==> src/rtl/fpu_f32_div_sequencer.sv <==
// fpu_f32_div_sequencer: registered, backpressure-safe front/back end for a combinational F32 divider.
// Ports:
//   clk_i, rst_ni                      clock, asynchronous active-low reset
//   req_valid_i/req_ready_o            request handshake (ready = FIFO not full, from registered count)
//   req_a_i, req_b_i, req_tag_i        dividend, divisor, tag
//   div_a_o, div_b_o                   registered operands driven to the divider
//   div_o_i                            divider quotient, combinational from div_a_o/div_b_o
//   rsp_valid_o/rsp_ready_i            response handshake
//   rsp_data_o, rsp_tag_o, rsp_flags_o captured quotient, tag, flags {NV, DZ}
//   busy_o                             FIFO non-empty or an operation in flight/held
module fpu_f32_div_sequencer #(
    parameter int TAG_WIDTH     = 4,
    parameter int FIFO_DEPTH    = 4,
    parameter int SETTLE_CYCLES = 1
) (
    input  logic                 clk_i,
    input  logic                 rst_ni,
    input  logic                 req_valid_i,
    output logic                 req_ready_o,
    input  logic [31:0]          req_a_i,
    input  logic [31:0]          req_b_i,
    input  logic [TAG_WIDTH-1:0] req_tag_i,
    output logic [31:0]          div_a_o,
    output logic [31:0]          div_b_o,
    input  logic [31:0]          div_o_i,
    output logic                 rsp_valid_o,
    input  logic                 rsp_ready_i,
    output logic [31:0]          rsp_data_o,
    output logic [TAG_WIDTH-1:0] rsp_tag_o,
    output logic [1:0]           rsp_flags_o,
    output logic                 busy_o
);
    localparam int PW = $clog2(FIFO_DEPTH);
    localparam int CW = $clog2(FIFO_DEPTH + 1);
    localparam int EW = 64 + TAG_WIDTH;

    typedef enum logic [1:0] {IDLE, WAIT, HOLD} state_t;

    state_t               state_q, state_d;
    logic [3:0]           cnt_q, cnt_d;
    logic [EW-1:0]        mem_q [FIFO_DEPTH];
    logic [PW-1:0]        wr_ptr_q, rd_ptr_q;
    logic [CW-1:0]        count_q;
    logic [31:0]          div_a_q, div_a_d, div_b_q, div_b_d;
    logic [TAG_WIDTH-1:0] op_tag_q, op_tag_d, rsp_tag_q, rsp_tag_d;
    logic [31:0]          rsp_data_q, rsp_data_d;
    logic [1:0]           rsp_flags_q, rsp_flags_d;
    logic                 rsp_valid_q, rsp_valid_d;
    logic                 push, pop, not_empty;
    logic                 a_nan, a_inf, a_zero, b_nan, b_inf, b_zero;

    assign not_empty   = count_q != '0;
    assign req_ready_o = count_q != CW'(FIFO_DEPTH);
    assign push        = req_valid_i & req_ready_o;
    // The head is only consumed when the engine is free: idle, or its held response leaves this edge.
    assign pop         = not_empty & (state_q == IDLE | (state_q == HOLD & rsp_ready_i));

    assign a_nan  = (&div_a_q[30:23]) & (|div_a_q[22:0]);
    assign a_inf  = (&div_a_q[30:23]) & ~(|div_a_q[22:0]);
    assign a_zero = ~(|div_a_q[30:0]);
    assign b_nan  = (&div_b_q[30:23]) & (|div_b_q[22:0]);
    assign b_inf  = (&div_b_q[30:23]) & ~(|div_b_q[22:0]);
    assign b_zero = ~(|div_b_q[30:0]);

    always_ff @(posedge clk_i) begin
        if (push) mem_q[wr_ptr_q] <= {req_a_i, req_b_i, req_tag_i};
    end

    always_ff @(posedge clk_i or negedge rst_ni) begin
        if (!rst_ni) begin
            wr_ptr_q <= '0;
            rd_ptr_q <= '0;
            count_q  <= '0;
        end else begin
            wr_ptr_q <= push ? wr_ptr_q + PW'(1) : wr_ptr_q;
            rd_ptr_q <= pop ? rd_ptr_q + PW'(1) : rd_ptr_q;
            count_q  <= count_q + CW'(push) - CW'(pop);
        end
    end

    always_comb begin
        state_d     = state_q;
        cnt_d       = cnt_q;
        div_a_d     = div_a_q;
        div_b_d     = div_b_q;
        op_tag_d    = op_tag_q;
        rsp_valid_d = rsp_valid_q;
        rsp_data_d  = rsp_data_q;
        rsp_tag_d   = rsp_tag_q;
        rsp_flags_d = rsp_flags_q;
        case (state_q)
            WAIT: begin
                if (cnt_q != 4'd0) begin
                    cnt_d = cnt_q - 4'd1;
                end else begin
                    rsp_valid_d = 1'b1;
                    rsp_data_d  = div_o_i;
                    rsp_tag_d   = op_tag_q;
                    rsp_flags_d = {a_nan | b_nan | (a_zero & b_zero) | (a_inf & b_inf),
                                   b_zero & ~a_nan & ~a_inf & ~a_zero};
                    state_d     = HOLD;
                end
            end
            HOLD: begin
                if (rsp_ready_i) begin
                    rsp_valid_d = 1'b0;
                    state_d     = IDLE;
                end
            end
            default: ;
        endcase
        // A pop overrides IDLE/HOLD exit so a queued op starts on the same edge the previous one retires.
        if (pop) begin
            {div_a_d, div_b_d, op_tag_d} = mem_q[rd_ptr_q];
            cnt_d   = 4'(SETTLE_CYCLES - 1);
            state_d = WAIT;
        end
    end

    always_ff @(posedge clk_i or negedge rst_ni) begin
        if (!rst_ni) begin
            state_q     <= IDLE;
            cnt_q       <= '0;
            div_a_q     <= '0;
            div_b_q     <= '0;
            op_tag_q    <= '0;
            rsp_valid_q <= 1'b0;
            rsp_data_q  <= '0;
            rsp_tag_q   <= '0;
            rsp_flags_q <= '0;
        end else begin
            state_q     <= state_d;
            cnt_q       <= cnt_d;
            div_a_q     <= div_a_d;
            div_b_q     <= div_b_d;
            op_tag_q    <= op_tag_d;
            rsp_valid_q <= rsp_valid_d;
            rsp_data_q  <= rsp_data_d;
            rsp_tag_q   <= rsp_tag_d;
            rsp_flags_q <= rsp_flags_d;
        end
    end

    assign div_a_o     = div_a_q;
    assign div_b_o     = div_b_q;
    assign rsp_valid_o = rsp_valid_q;
    assign rsp_data_o  = rsp_data_q;
    assign rsp_tag_o   = rsp_tag_q;
    assign rsp_flags_o = rsp_flags_q;
    assign busy_o      = not_empty | (state_q != IDLE);
endmodule

==> config.mk <==
export PLATFORM = sky130hd
export DESIGN_NAME = fpu_f32_div_sequencer
export DESIGN_NICKNAME = d
export VERILOG_FILES = /design/src/rtl/fpu_f32_div_sequencer.sv
export SDC_FILE = /design/constraint.sdc
export NUM_CORES = 1
export LEC_CHECK = 0
export BUFFER_PORTS_ARGS = -buffer_cell sky130_fd_sc_hd__buf_4
export CORE_MARGIN = 5
export CORE_UTILIZATION = 42
export CTS_BUF_LIST = sky130_fd_sc_hd__clkbuf_8
export CTS_CLUSTER_DIAMETER = 50
export DETAILED_ROUTE_END_ITERATION = 16
export HOLD_SLACK_MARGIN = 0.08
export MAX_ROUTING_LAYER = met4
export PLACE_DENSITY = 0.62
export SLEW_MARGIN = 20
export SYNTH_ARGS = -nofsm -noshare
export SYNTH_HDL_FRONTEND = slang
export SYNTH_SLANG_ARGS = --single-unit
export TNS_END_PERCENT = 20
==> constraint.sdc <==
create_clock -name clk_i -period 3.84 [get_ports clk_i]
set_input_delay 0.768 -clock clk_i [delete_from_list [all_inputs] [get_ports clk_i]]
set_output_delay 0.768 -clock clk_i [all_outputs]
set_load 0.1 [all_outputs]
==> impl_metrics.yaml <==
die:
  dieArea_mm2: 0.0394
  start_util: 0.423
  num_rows: 69
  core_mm2: 0.0353
  dieHeight_um: 199
  ioPinCount: 209
  die_w_um: 199
cells_and_area:
  diodes: 0
  synthToLayoutAreaGrowth_pct: 22.6
  n_fill_cell: 2869
  finish.net_count: 1062
  final_common_cell: "edfxtp_1"
  drive_gt1_frac: 0.486
  final_cell_mix: "edfxtp_1, buf_4, dfrtp_1"
worst_setup_path:
  cpLargestDelayFamily: "flip-flops"
  worst-path-buf-inv: 1
  crit_chain: "nor3_2, nand2_1, buf_4"
  start_kind: "flip-flop"
  cp_max_fo: 3
  crit_path_max_incr_delay_ps: 410
  crit_type: "reg -> out"
  cp-end-kind: "primary output"
  worstPathRequired_ps: 3070
  cpMaxStageDelayCell: "dfrtp_1"
  cp.arrival_ps: 1630
sta:
  fin_skew_ps: 14.3
  tightest_slew_ps: 717
  fin_crit_ps: 2400
  tns_ps: 0
  hold_viol_final: 0
  rsz0062_at_grt: "no"
  fmax_ghz: 0.417
  relSlewSlack: 0.522
  layout_worst_path_cycle_share: 0.625
  final-max-slew-violation-count: 0
  setup_viol: 0
synth:
  avgSynthCellArea_um2: 21.7
  synth_nets: 801
  netlist_area_mm2: 0.0149
  synthArstFlopShare: 0.306
  synth_cell_types: 36
  ys_seq_area_frac: 0.748
  synth_edf_count: 272
  yosysTopAreaCell: "edfxtp_1"
  synth_top_area_frac: 0.547
  netlist_instances: 688
  yosys-top-cells-area: "edfxtp_1, dfrtp_1, mux4_2"
  ys.flop_type: "edfxtp_1"
  synth-seq-cells: 392
  yosys_warnings: 0
global_route:
  grt-ovfl-total: 0
  antenna_found_initial: 0
  grt_pass1_vias: 7958
  grt_usage: 0.162
  grt_max_degree: 76
  grt_pass1_wl_um: 46600
clock_network:
  ctsHoldBuffers: 0
  clock_latency_ps: 580
  cts_resized: 0
  clockBufferDepth: 3
  numCtsBuffers: 68
  clk_pin_slew_worst_paths_ps: 60
  clockRootBuffer: "clkbuf_8"
  htreeDepth: 3
  cts_setup_buffers: 0
  cts.sinks: 392
  cts_tree: "built"
routing:
  drtAntennaViolNets: 0
  drtIter0Drc: 307
  first_pass_iters: 5
  wl_per_cell_um: 21.2
  routed_wl_um: 31000
  viasPerCell: 5.03
  via_count: 7367
  drc_errors: 0
place:
  io_buffers: 208
  gp_congestion: 0.725
  place.detailed.hpwl_um: 19100
run:
  cap_violations: 0
run_status:
  outcome: "complete, no violations"
min_path:
  worstHoldPathType: "in -> async"
[layer usage]
layer  GRT usage  wire, µm  vias to the layer above
li1            -         -                     3295
met1       0.194     12400                     3808
met2       0.267     15900                      217
met3      0.0430      2000                       47
met4      0.0575       668                        0
met5           -         0                        -
[state kept, by name, summed over array words and instances, names as in the netlist]
| register | flops |
|---|---|
| mem_q | 272 |
| div_b_o | 32 |
| cnt_q | 4 |
| rd_ptr_q | 2 |
| count_q | 3 |
| rsp_tag_o | 4 |
| div_a_o | 32 |
| op_tag_q | 4 |
| state_q | 2 |
| rsp_valid_o | 1 |
| rsp_data_o | 32 |
| rsp_flags_o | 2 |
| wr_ptr_q | 2 |
[worst reg2reg max path: stages, from the launching register on]
cell and delay [ps]:
dfrtp_4 860, buf_4 380, mux4_2 530, mux2_4 260
[stage by stage]
step | setup WS, ps | area [µm²] | hold WS [ps] | util | cells
4_1_cts | 1360 | 18300 | 197 | 0.519 | 1464
5_1_grt | 1320 | 18300 | 234 | 0.519 | 1464
3_3_place_gp | 1520 | 17000 | 487 | 0.483 | 1340
6_report | 1440 | 18300 | 194 | 0.519 | 1464
3_5_place_dp | 1520 | 17000 | 495 | 0.483 | 1340
2_1_floorplan | 482 | 14900 | 472 | - | 688
[cell type report]
class / instances / area, µm² / area share
inverter: 9 / 33.8 / 0.00185
clock buffer: 74 / 1020 / 0.0556
multi-input combinational: 259 / 3520 / 0.192
timing repair buffer: 219 / 1740 / 0.0948
clock inverter: 50 / 246 / 0.0135
sequential: 392 / 11200 / 0.611
tap: 461 / 577 / 0.0315
[synthesized netlist by cell type, drive strengths merged (3+ instances only)]
library cell	count
and3	4
buf	23
clkbuf	5
dfrtp	120
edfxtp	272
ha	8
inv	9
mux2	104
mux4	68
nand2	9
nand4	7
nor2	10
nor3	6
nor4	12
o21ai	3
xnor2	4
xor2	4
[path summary, 6_finish.rpt]
path	startpoint	cells after the start	slack [ps]	end
setup / recovery	count_q[2]$_DFF_PN0_	3	1440	busy_o
hold / removal	rst_ni	1	190	rsp_data_o[21]$_DFFE_PN0P_
setup reg to reg	rd_ptr_q[0]$_DFFE_PN0P_	3	1680	div_b_o[27]$_DFFE_PN0P_
hold reg to reg	rsp_tag_o[3]$_DFFE_PN0P_	1	500	rsp_tag_o[3]$_DFFE_PN0P_
max in group asynchronous	rst_ni	2	2890	div_b_o[6]$_DFFE_PN0P_
min in group clk_i	req_b_i[22]	1	380	mem_q[0][26]$_DFFE_PP_
[cell families (layout without fill, tap and decap cells)]
group	count (synthesis)	after routing	share of synthesized area
buffers and inverters	37	352	0.0183
flip-flops	392	392	0.748
AND/OR/NAND/NOR	58	58	0.0236
AO/OA/AOI/OAI	11	11	0.00486
adder cells (fa/ha/maj)	9	9	0.00804
multiplexers	173	173	0.193
XOR/XNOR	8	8	0.00469
Power is left out: the tool's default activity adds up to more than one toggle a clock period on the data nets, which glitch-free logic cannot reach.
